$ cat src/rtl/csr_file.sv
`timescale 1ns/1ps
`default_nettype none
// ============================================================================
//  Module      : csr_file (with csr_pkg)
//  Description : Machine-mode CSR file in writeback: atomic CSRRW/RS/RC,
//                64-bit mcycle/minstret, registered ready/valid response.
//  Revision    : 1.0 - initial release
// ============================================================================

package csr_pkg;
    typedef enum logic [1:0] {
        CSR_WRITE_NONE = 2'd0,
        CSR_WRITE_RW   = 2'd1,
        CSR_WRITE_RS   = 2'd2,
        CSR_WRITE_RC   = 2'd3
    } csr_write_func_e;

    typedef enum logic {
        CSR_SRC_RS1  = 1'b0,
        CSR_SRC_UIMM = 1'b1
    } csr_src_e;

    typedef struct packed {
        logic            read_enable;
        logic            write_enable;
        csr_src_e        input_select;
        csr_write_func_e write_func;
    } csr_params_t;
endpackage

module csr_file
    import csr_pkg::*;
#(
    parameter logic [31:0] HART_ID     = 32'h0000_0000,
    parameter logic [31:0] MISA_VALUE  = 32'h4000_0100,
    parameter logic [31:0] MTVEC_RESET = 32'h0000_0000
) (
    input  logic        clk,
    input  logic        rst,
    input  logic        req_valid,
    output logic        req_ready,
    input  csr_params_t req_params,
    input  logic [11:0] req_addr,
    input  logic [31:0] req_rs1_value,
    input  logic [4:0]  req_uimm,
    input  logic        retire,
    output logic        rsp_valid,
    input  logic        rsp_ready,
    output logic [31:0] rsp_rdata,
    output logic        rsp_illegal,
    output logic        mstatus_mie,
    output logic [31:0] mtvec_base
);

    localparam logic [11:0] c_ADDR_MSTATUS   = 12'h300;
    localparam logic [11:0] c_ADDR_MISA      = 12'h301;
    localparam logic [11:0] c_ADDR_MIE       = 12'h304;
    localparam logic [11:0] c_ADDR_MTVEC     = 12'h305;
    localparam logic [11:0] c_ADDR_MSCRATCH  = 12'h340;
    localparam logic [11:0] c_ADDR_MEPC      = 12'h341;
    localparam logic [11:0] c_ADDR_MCAUSE    = 12'h342;
    localparam logic [11:0] c_ADDR_MTVAL     = 12'h343;
    localparam logic [11:0] c_ADDR_MCYCLE    = 12'hB00;
    localparam logic [11:0] c_ADDR_MINSTRET  = 12'hB02;
    localparam logic [11:0] c_ADDR_MCYCLEH   = 12'hB80;
    localparam logic [11:0] c_ADDR_MINSTRETH = 12'hB82;
    localparam logic [11:0] c_ADDR_CYCLE     = 12'hC00;
    localparam logic [11:0] c_ADDR_INSTRET   = 12'hC02;
    localparam logic [11:0] c_ADDR_CYCLEH    = 12'hC80;
    localparam logic [11:0] c_ADDR_INSTRETH  = 12'hC82;
    localparam logic [11:0] c_ADDR_MHARTID   = 12'hF14;
    localparam logic [31:0] c_MSTATUS_MASK   = 32'h0000_0088;
    localparam logic [31:0] c_ALIGN_MASK     = 32'hFFFF_FFFC;

    logic [31:0] r_mstatus, r_mie, r_mtvec, r_mscratch, r_mepc, r_mcause, r_mtval;
    logic [63:0] r_mcycle, r_minstret;
    logic        r_rsp_valid, r_rsp_illegal;
    logic [31:0] r_rsp_rdata;

    logic [31:0] w_old, w_src, w_new;
    logic        w_hit, w_is_op, w_illegal, w_fire, w_commit;

    // Read mux: old value of the addressed CSR, counters before this cycle's increment
    always_comb begin
        w_old = '0;
        w_hit = 1'b1;
        case (req_addr)
            c_ADDR_MSTATUS:                     w_old = r_mstatus;
            c_ADDR_MISA:                        w_old = MISA_VALUE;
            c_ADDR_MIE:                         w_old = r_mie;
            c_ADDR_MTVEC:                       w_old = r_mtvec;
            c_ADDR_MSCRATCH:                    w_old = r_mscratch;
            c_ADDR_MEPC:                        w_old = r_mepc;
            c_ADDR_MCAUSE:                      w_old = r_mcause;
            c_ADDR_MTVAL:                       w_old = r_mtval;
            c_ADDR_MCYCLE,   c_ADDR_CYCLE:      w_old = r_mcycle[31:0];
            c_ADDR_MCYCLEH,  c_ADDR_CYCLEH:     w_old = r_mcycle[63:32];
            c_ADDR_MINSTRET, c_ADDR_INSTRET:    w_old = r_minstret[31:0];
            c_ADDR_MINSTRETH, c_ADDR_INSTRETH:  w_old = r_minstret[63:32];
            c_ADDR_MHARTID:                     w_old = HART_ID;
            default:                            w_hit = 1'b0;
        endcase
    end

    assign w_src = (req_params.input_select == CSR_SRC_UIMM) ? {27'b0, req_uimm} : req_rs1_value;

    always_comb begin
        w_new = w_old;
        case (req_params.write_func)
            CSR_WRITE_RW: w_new = w_src;
            CSR_WRITE_RS: w_new = w_old | w_src;
            CSR_WRITE_RC: w_new = w_old & ~w_src;
            default:      w_new = w_old;
        endcase
    end

    assign req_ready = !r_rsp_valid | rsp_ready;
    assign w_fire    = req_valid & req_ready;
    assign w_is_op   = (req_params.write_func != CSR_WRITE_NONE);
    assign w_illegal = !w_hit | (req_params.write_enable & (req_addr[11:10] == 2'b11));
    assign w_commit  = w_fire & w_is_op & req_params.write_enable & !w_illegal;

    always_ff @(posedge clk) begin
        if (rst) begin
            r_mstatus  <= '0;
            r_mie      <= '0;
            r_mtvec    <= MTVEC_RESET & c_ALIGN_MASK;
            r_mscratch <= '0;
            r_mepc     <= '0;
            r_mcause   <= '0;
            r_mtval    <= '0;
        end else if (w_commit) begin
            case (req_addr)
                c_ADDR_MSTATUS:  r_mstatus  <= w_new & c_MSTATUS_MASK;
                c_ADDR_MIE:      r_mie      <= w_new;
                c_ADDR_MTVEC:    r_mtvec    <= w_new & c_ALIGN_MASK;
                c_ADDR_MSCRATCH: r_mscratch <= w_new;
                c_ADDR_MEPC:     r_mepc     <= w_new & c_ALIGN_MASK;
                c_ADDR_MCAUSE:   r_mcause   <= w_new;
                c_ADDR_MTVAL:    r_mtval    <= w_new;
                default:         ;
            endcase
        end
    end

    // A written counter half replaces the increment for that cycle; the other half holds
    always_ff @(posedge clk) begin
        if (rst) begin
            r_mcycle <= '0;
        end else if (w_commit && req_addr == c_ADDR_MCYCLE) begin
            r_mcycle[31:0] <= w_new;
        end else if (w_commit && req_addr == c_ADDR_MCYCLEH) begin
            r_mcycle[63:32] <= w_new;
        end else begin
            r_mcycle <= r_mcycle + 64'd1;
        end
    end

    always_ff @(posedge clk) begin
        if (rst) begin
            r_minstret <= '0;
        end else if (w_commit && req_addr == c_ADDR_MINSTRET) begin
            r_minstret[31:0] <= w_new;
        end else if (w_commit && req_addr == c_ADDR_MINSTRETH) begin
            r_minstret[63:32] <= w_new;
        end else begin
            r_minstret <= r_minstret + {63'd0, retire};
        end
    end

    always_ff @(posedge clk) begin
        if (rst) begin
            r_rsp_valid   <= 1'b0;
            r_rsp_rdata   <= '0;
            r_rsp_illegal <= 1'b0;
        end else if (w_fire) begin
            r_rsp_valid   <= 1'b1;
            r_rsp_rdata   <= (w_is_op && req_params.read_enable && !w_illegal) ? w_old : 32'd0;
            r_rsp_illegal <= w_is_op & w_illegal;
        end else if (rsp_ready) begin
            r_rsp_valid   <= 1'b0;
        end
    end

    assign rsp_valid   = r_rsp_valid;
    assign rsp_rdata   = r_rsp_rdata;
    assign rsp_illegal = r_rsp_illegal;
    assign mstatus_mie = r_mstatus[3];
    assign mtvec_base  = r_mtvec;

endmodule
`default_nettype wire

$ cat config.mk
export PLATFORM = sky130hd
export DESIGN_NAME = csr_file
export DESIGN_NICKNAME = d
export VERILOG_FILES = /design/src/rtl/csr_file.sv
export SDC_FILE = /design/constraint.sdc
export NUM_CORES = 1
export LEC_CHECK = 0
export CELL_PAD_IN_SITES_DETAIL_PLACEMENT = 2
export CELL_PAD_IN_SITES_GLOBAL_PLACEMENT = 2
export CORE_MARGIN = 2
export CORE_UTILIZATION = 25
export CTS_BUF_LIST = sky130_fd_sc_hd__clkbuf_4
export CTS_CLUSTER_DIAMETER = 120
export DETAILED_ROUTE_END_ITERATION = 10
export PLACE_DENSITY_LB_ADDON = 0.1
export SETUP_SLACK_MARGIN = 0.2
export SYNTH_ARGS = -nofsm -noshare
export SYNTH_HDL_FRONTEND = slang
export SYNTH_SLANG_ARGS = --single-unit
export TNS_END_PERCENT = 5
$ cat constraint.sdc
create_clock -name clk -period 3.6 [get_ports clk]
set_input_delay 0.72 -clock clk [delete_from_list [all_inputs] [get_ports clk]]
set_output_delay 0.72 -clock clk [all_outputs]
set_load 0.01 [all_outputs]
==> results of run 1 <==
per-stage QoR:
stage	util (%)	setup slack (ns)
detailed placement	33.4	-0.711
global route	35.1	0.0693
global placement	33.4	-0.677
floorplan	-	0.336
finish	35.1	0.116
CTS	35.1	0.273
layout by cell type (no fill, tap or decap), types with 29 or more instances in the layout:
| cell type | instances |
|---|---|
| a21oi_1 | 225 |
| a22oi_1 | 72 |
| a31oi_1 | 71 |
| buf_12 | 62 |
| buf_4 | 424 |
| clkbuf_4 | 151 |
| clkdlybuf4s50_1 | 119 |
| dfxtp_1 | 352 |
| mux2_2 | 37 |
| nand2_1 | 364 |
| nand3_1 | 90 |
| nand4_1 | 60 |
| nor2_1 | 156 |
| nor3_1 | 59 |
| nor4_1 | 29 |
| o21ai_0 | 208 |
| o22ai_1 | 125 |
sequential cells by signal, summed over array words and instances (netlist names):
| register | flops |
|---|---|
| r_mie | 32 |
| r_mcycle | 64 |
| r_mstatus | 2 |
| r_mepc | 30 |
| r_mscratch | 32 |
| rsp_illegal | 1 |
| rsp_rdata | 32 |
| rsp_valid | 1 |
| r_minstret | 64 |
| mtvec_base | 30 |
| r_mcause | 32 |
| r_mtval | 32 |
power groups by stage:
stage               Clock (mW)  Combinational, mW  Sequential (mW)
detailed placement           0              0.927             4.00
finish                    4.04              0.950             3.91
global route              4.38              0.974             3.91
CTS                       4.20              0.931             3.91
floorplan                    0              0.326             4.00
global placement             0              0.913             4.00
worst reg2reg max path, cell delays in order (launching register included):
cell and delay, ns:
dfxtp_1 0.65, nand4_1 0.25, nor3_1 0.55, nand4_1 0.63, nor3_4 0.48, buf_4 0.18
nand3_1 0.10, mux2i_1 0.19, a21oi_1 0.08
worst min-delay path by stage:
stage                                         start                         to  slack [ns]
after global routing                            rst   r_mtval[28]$_SDFFE_PP0P_        0.07
final                                           rst   r_mtval[11]$_SDFFE_PP0P_        0.13
after CTS                                       rst   r_mtval[11]$_SDFFE_PP0P_        0.04
after floorplan               r_mie[8]$_SDFFE_PP0P_      r_mie[8]$_SDFFE_PP0P_        0.43
after detailed placement  rsp_rdata[1]$_SDFFE_PP0P_  rsp_rdata[1]$_SDFFE_PP0P_        0.44
after global placement    rsp_rdata[1]$_SDFFE_PP0P_  rsp_rdata[1]$_SDFFE_PP0P_        0.43
routing by layer:
metal	track usage (%)	vias up	part of all wire (%)
li1	-	10500	-
met1	45.8	12500	46
met2	50.3	897	43
met3	6.41	240	6.7
met4	14.1	4	4.2
met5	0	-	0.028
layout make-up:
| class | count | area [µm²] |
|---|---|---|
| fillers | 8789 | 49400 |
| clock inverters | 36 | 176 |
| clock buffers | 151 | 1130 |
| diodes | 6 | 15.0 |
| flip-flops and latches | 352 | 7050 |
| inverters | 19 | 73.8 |
| multi-input cells | 1931 | 11400 |
| well taps | 1030 | 1290 |
| repair buffers | 611 | 5660 |
logic make-up after synthesis:
group	count (synthesis)
AO/OA/AOI/OAI	908
flip-flops	352
AND/OR/NAND/NOR	928
adder cells (fa/ha/maj)	3
multiplexers	62
XOR/XNOR	28
other	1
buffers and inverters	243
repair_timing:
| item | CTS | global route |
|---|---|---|
| hold buffers | 0 | 0 |
| setup endpoints to repair | 0 | 10 |
| gates resized for setup | 0 | 1 |
==> impl_results.md, run 1 <==
* Remaining DRCs at 0
* Netlist cell types at between 90 and 100
* Main synth FF type: dfxtp_1
* CTS tree: yes
* Largest family of logic cells by synthesized area: compound AO/OA/AOI/OAI gates
* GRT Total Usage at between 30 and 40%
* Yosys warnings at 0
* Slowest cell delay on critical path at 0.74 ns
* Synth Area in Compound Gates at 29.9%
* Clk Latency, worst-skew pair at 0.96 ns
* Critical path capture point: r_mcycle[53]$_SDFFE_PP0N_
* Die width at 282 µm
* Min Clock Period, post-route at roughly 3.5 ns
* # setup viols final at 0
* Flop pwr share at approximately 44%
* Worst-Margin Slew at ~1.0 ns
* Post-synth EDFFs at 0
* Final std cells w/o fill at 4136
* Combinational power share at a little over a tenth
* Vias at around 24k
* Critical Path RT at ~4.4 ns
* Max cap viols at 0
* Power share of the clock group at between 40 and 50%
* Worst rel slew slack at between 30% and 40%
* Core area at ~76000 µm²
* Leakage at around 9.5 nW
* HPWL after DPL at slightly above 100 mm
* Syn-to-layout area delta at 38.8%
* Most frequent CP cell: buf_4
* CP Launch Type: input pin
* Total CTS buffers at between 100 and 150
* RSZ-0062 raised after global routing: true
* NumNets Final at 3089
* Post-synthesis sequential area ratio at about 37%
* CTS root buffer: clkbuf_4
* Crit-path cells: clkdlybuf4s50_1 > and4b_1 > buf_4 > nor2_1 > a21oi_1 > buf_4 > a2111oi_0 > buf_4 > a22o_1 > buf_4 > a2bb2oi_1 > a21oi_1
* Peak supply drop at about 0.18 mV
* Slew Limit Fails at 0
* Layout cell share with drive strength beyond 1 at between 20 and 25%
* Mapped Cells at around 2.5k
* Mux contribution to synthesized area at under 10%
* Die area at 79400 µm²
* Post-route cell area at ~27000 µm²
* Final Hold Slack at 0.127 ns
* Clock sink count at between 300 and 400
* Critical Path AT at around 4.3 ns
* Htree depth at 3
* Antenna viol nets, final at 0
* FF-to-FF Start: r_minstret[38]$_SDFFE_PP0N_
* Initial core utilization at 25.3%
* Levels on crit path at 12
* Top cells by count, synth: nand2_1 (364), dfxtp_1 (352), a21oi_1 (227), o21ai_0 (210), clkbuf_1 (165)
* Synth area leaders: dfxtp_1 (37%), nand2_1 (7.1%), a21oi_1 (5.9%)
* Post-Synth Adder-Cell Area at less than 1%
* Vias in the first global route at about 25k
* PnR Total Power at ~8.9 mW
* Clk buf depth at 3
* PwrDens at approximately 330 nW/µm²
* FF+latch count, synth at between 300 and 400
* Fmax at approximately 290 MHz
* Synth Area in XOR/XNOR at 1.27%
* Final wirelength at 133 mm
* Postcts setup bufs at 0
* Switching power at approximately 2.7 mW
* Global route total overflow at 0
* FF-to-FF setup slack at 0.36 ns
* Clock Skew at between 0.09 and 0.1 ns
* Register clock-pin slew on the reported worst setup and hold paths at roughly 0.060 ns
* I/O Pins at approximately 130
* First-pass DRT Iterations at 5
* Placed Cells at a little under 4k
* Placed Area at roughly 25000 µm²
* Critical path's top delay family: buffers and inverters
* Largest area contributor in the netlist: dfxtp_1
* FP Rows at 101
* Initial antenna violation count at 10
* Crit path from: req_addr[10]
* Die height at 282 µm
* Syn Std Cell Area at 19300 µm²
* R2R depth at 8
* Worst Setup Path Type: input pin to flip-flop
* Async set-reset flop share out of synthesis at 0%
* Hold Fails Final Rpt at 0
* Hold Crit Class: input pin to flip-flop
* 1st-iter DRT viols at roughly 2.2k
* Cell with the most instances after synthesis: nand2_1
* Crit-path slowest cell: a2111oi_0
* Outcome: complete, no violations
* Port-buffer cells at about 120
* Hold-critical path depth at 2
* CP Buf/Inv Count at 5
* Switch share at a little under a third
* Mean Syn Cell Area at approximately 7.6 µm²
* Reg-to-reg critical path endpoint: r_minstret[56]$_SDFFE_PP0N_
* Area share of the largest cell type after synthesis at 36.5%
* Final worst path period share at a little under 100%
* Vias/cell at about 5.8
* Total negative slack at 0 ns
* Int Power at around 6.2 mW
* Simple-gate area share of the yosys netlist at 23.3%
* Critical Path End Type: flip-flop
* Wire per inst at between 30 and 40 µm
* First-pass GRT wire length at between 150 and 200 mm
* Critical path fanouts, max at 8
* GPL Wtd Cong at about 0.99
* Largest net degree at the start of global routing at roughly 110
Note: power is estimated with default switching activity, not from simulation.
==> run 2: changes to the inputs <==
- SKIP_CTS_REPAIR_TIMING: default -> 1
==> results of run 2 <==
Same layout as run 1: the final DEF is identical, and so are final timing and power.
==> run 3: changes to the inputs <==
- CTS_CLUSTER_DIAMETER: 120 -> 60
==> run 3 against run 2 <==
Largest power group unchanged; flip-flop and latch count stayed put; die area unchanged; via count grew 0.23%; cell count about the same; combinational power hardly changed; wire length hardly changed; sequential power barely moved; register-to-register slack is essentially flat; non-clock buffer count fell by 1; utilization hardly changed; largest cell class unchanged.
==> impl_results.md, run 3 (synthesized netlist as in run 1, its figures left out) <==
* Vias in the first global route at approximately 25k
* Max cap viols at 0
* Initial antenna violation count at 11
* Min Clock Period, post-route at 3.55 ns
* Global route total overflow at 0
* Largest net degree at the start of global routing at about 110
* Remaining DRCs at 0
* Outcome: complete, no violations
* Critical Path RT at 4.38 ns
* CP Buf/Inv Count at 5
* First-pass DRT Iterations at 5
* FP Rows at 101
* Final worst path period share at about 100%
* Die area at roughly 80000 µm²
* Slew Limit Fails at 0
* Critical path's top delay family: buffers and inverters
* GRT Total Usage at 33.2%
* Crit-path cells: clkdlybuf4s50_1 > and4b_1 > buf_4 > nor2_1 > a21oi_1 > buf_4 > a2111oi_0 > buf_4 > a22o_1 > buf_4 > a2bb2oi_1 > a21oi_1
* Hold Crit Class: input pin to flip-flop
* Die height at between 200 and 300 µm
* Core area at approximately 76000 µm²
* Total CTS buffers at between 100 and 150
* Crit-path slowest cell: a2111oi_0
* Initial core utilization at 25.3%
* WHS Endpoint: r_mtval[11]$_SDFFE_PP0P_
* Fill cells at slightly below 9k
* Peak supply drop at around 0.18 mV
* Vias/cell at approximately 5.8
* I/O Pins at about 130
* Critical path fanouts, max at 8
* Placed Area at ~25000 µm²
* Wire per inst at 32.2 µm
* Critical Path AT at roughly 4.3 ns
* Post-route cell area at 26800 µm²
* 1st-iter DRT viols at about 2.1k
* RSZ-0062 raised after global routing: true
* NumNets Final at slightly above 3k
* Syn-to-layout area delta at 38.8%
* Leakage at 9.45 nW
* Final wirelength at roughly 130 mm
* PnR Total Power at between 8 and 9 mW
* PwrDens at approximately 330 nW/µm²
* Hold-critical path depth at 2
* Clk Latency, worst-skew pair at roughly 0.95 ns
* Clk buf depth at 3
* Worst rel slew slack at between 30% and 40%
* Htree depth at 3
* Most common cell after layout, fill and taps aside: buf_4
* Biggest regs: r_mcycle x64, r_minstret x64
* HPWL after DPL at ~100 mm
* CP Launch Type: input pin
* Antenna viol nets, final at 0
* R2R depth at 10
* # setup viols final at 0
* Clock Skew at 0.101 ns
* Layout cell share with drive strength beyond 1 at between 20% and 30%
* Hold Fails Final Rpt at 0
* Reg-to-reg critical path endpoint: r_minstret[46]$_SDFFE_PP0N_
* GPL Wtd Cong at a little under 1
* Register clock-pin slew on the reported worst setup and hold paths at ~0.06 ns
* Hold_sp: rst
* Port-buffer cells at 124
* Critical Path End Type: flip-flop
* Worst-Margin Slew at 0.995 ns
* Slowest cell delay on critical path at roughly 0.8 ns
* Commonest non-fill, non-tap cells in the layout: buf_4 (424), nand2_1 (364), dfxtp_1 (352)
* Vias at 24.2k
* Final worst slack at approximately 0.05 ns
* CTS root buffer: clkbuf_4
* CTS tree: yes
* Fmax at ~280 MHz
* Worst Setup Path Type: input pin to flip-flop
* Clock sink count at approximately 350
* Die width at 282 µm
* Pre-CTS setup slack at -0.711 ns
* Final Hold Slack at between 0.1 and 0.15 ns
* First-pass GRT wire length at approximately 190 mm
* Most frequent CP cell: buf_4
* FF-to-FF setup slack at 0.36 ns
* FF-to-FF Start: r_minstret[0]$_SDFFE_PP0P_
run 3: worst reg2reg max path: cells and delay by family, from the launching register on:
kind / cells / cell delay [ns]
adders and majority gates: 2 / 0.46
and+or+nand+nor: 4 / 1.63
buffers and inverters: 2 / 0.38
DFF: 1 / 0.37
AOI/OAI and AO/OA: 2 / 0.29
run 3: cell type report:
cell class / instances / area (µm²) / area share, %
Antenna cell: 5 / 12.5 / 0.0467
Clock buffer: 152 / 1140 / 4.26
Clock inverter: 35 / 173 / 0.645
Inverter: 19 / 73.8 / 0.276
Multi-Input combinational cell: 1931 / 11400 / 42.6
Sequential cell: 352 / 7050 / 26.3
Tap cell: 1030 / 1290 / 4.81
Timing Repair Buffer: 610 / 5650 / 21.1
run 3: worst max path at each step:
stage                                   to                  startpoint  cells after the start
4_1_cts        r_minstret[28]$_SDFFE_PP0P_  r_minstret[0]$_SDFFE_PP0P_                     10
3_3_place_gp     r_mcycle[53]$_SDFFE_PP0N_                req_addr[10]                     12
2_1_floorplan  r_minstret[52]$_SDFFE_PP0N_                      retire                     10
6_report         r_mcycle[53]$_SDFFE_PP0N_                req_addr[10]                     12
3_5_place_dp     r_mcycle[53]$_SDFFE_PP0N_                req_addr[10]                     12
5_1_grt          r_mcycle[53]$_SDFFE_PP0N_                req_addr[10]                     12
run 3: per-layer routing:
layer | track usage, % | vias to the layer above | part of all wire, %
met5 | 0 | - | 0.021
met4 | 13.0 | 4 | 3.9
met3 | 6.34 | 220 | 6.8
met2 | 50.8 | 904 | 43
met1 | 45.8 | 12500 | 46
li1 | - | 10500 | -
run 3: power by group:
part	total (mW)	leakage (nW)	internal (mW)	switching, mW
Clock	4.05	0.787	1.95	2.10
Sequential	3.91	2.83	3.90	0.0122
Combinational	0.948	5.83	0.358	0.590
run 3: through the flow:
stage | utilization [%] | setup TNS (ns) | std cells
6_report | 35.1 | 0 | 4134
5_1_grt | 35.1 | 0 | 4131
4_1_cts | 35.1 | 0 | 4129
3_5_place_dp | 33.4 | -76.38 | 3942
3_3_place_gp | 33.4 | -66.43 | 3942
2_1_floorplan | - | 0 | 2526
==> RTL change: new RTL, config.mk and constraints of run 3 <==
Register the output `mstatus_mie`, without a reset; this adds one clock of latency there. The other outputs are not delayed to match.
--- a/src/rtl/csr_file.sv
+++ b/src/rtl/csr_file.sv
@@ -185,7 +185,9 @@
     assign rsp_valid   = r_rsp_valid;
     assign rsp_rdata   = r_rsp_rdata;
     assign rsp_illegal = r_rsp_illegal;
-    assign mstatus_mie = r_mstatus[3];
+    always_ff @(posedge clk) begin
+        mstatus_mie <= r_mstatus[3];
+    end
     assign mtvec_base  = r_mtvec;
 
 endmodule
Check against the original RTL: not equivalent (a bounded check fails within 4 cycles, from zero or initial values and one cycle with rst high).
==> RTL change against run 3 <==
The run now ends with negative setup slack left; via count fell by 0.48%; non-clock buffer count fell by 39; routed wire length fell by 2.8%; synthesized cell count about the same; synthesized area grew 0.10%; design area is 1.4% lower; first-iteration DRC count grew 7.0%; total power rose by 2.0%; sequential cell count rose by 1; setup slack got worse by 100 ps; largest power group unchanged.
==> RTL change: results (changes against run 3) <==
Compound-Gate Fraction of Synth Area=29.84% (-0.031 points); Hold WS=177.8 ps (+41.13 ps); share of cells above drive strength 1=23.65% (-0.68 points); filler instances=8,781 (-0.057%); per-cell routed wire length=31.52 um (-2.0%); Synth Area in XOR/XNOR=1.269% (-0.0013 points); Register Area=0.007067 mm^2 (+0.28%); post-DP HPWL=99,280 um (-2.7%); final setup fails=2 (+2); Sw Ratio=29.58% (-0.73 points); clock buffers=163 (+7.2%); GRT Total Usage=32.04% (-1.2 points); nets=3,047 (-1.3%); Clk Latency, worst-skew pair=970 ps (+20 ps); die span in x=282.0 um (about the same); Via-to-Cell Ratio=5.866 (+0.30%); failing checks=negative setup slack; VDD IR max=0.1749 mV (-5.1%); diodes inserted=2 (-3); outcome=finished, violations left; clock skew=82.88 ps (-18.28 ps); Non-CTS buffers=571 (-6.4%); CTS Buf Count=109 (-2.7%); met3 WL=10,140 um (+13%); multi-input combinational area share=43.10% (+0.55 points); met3 usage=6.613% (+0.27 points); worst setup margin=-50.95 ps (-101.0 ps); Seq/total area=26.77% (+0.45 points); sequential area share after synthesis=36.58% (+0.066 points)
[RTL change: power groups by stage]
stage                     Sequential (uW)  Combinational (uW)  Clock, uW
after floorplan                      4010                 326          0
after global placement               4010                 888          0
after detailed placement             4010                 901          0
after CTS                            3920                 906       4360
after global routing                 3920                 947       4570
final                                3920                 923       4240
[RTL change: path summary, 6_finish.rpt]
check	startpoint	endpoint
max reg2reg	r_mscratch[25]$_SDFFE_PP0P_	r_minstret[25]$_SDFFE_PP0P_
max	req_addr[10]	r_minstret[25]$_SDFFE_PP0P_
min reg2reg	r_mstatus[3]$_SDFFE_PP0P_	mstatus_mie$_DFF_P_
min	rst	r_mtval[11]$_SDFFE_PP0P_
[RTL change: worst max-delay path, cell delays in order]
cell and delay [ps]:
clkdlybuf4s50_1 780, and4b_1 350, o21ai_1 420, o22ai_1 210, a2111oi_1 1010, buf_4 260, a22o_1 210, buf_12 190
o221a_2 200, nor2_1 40
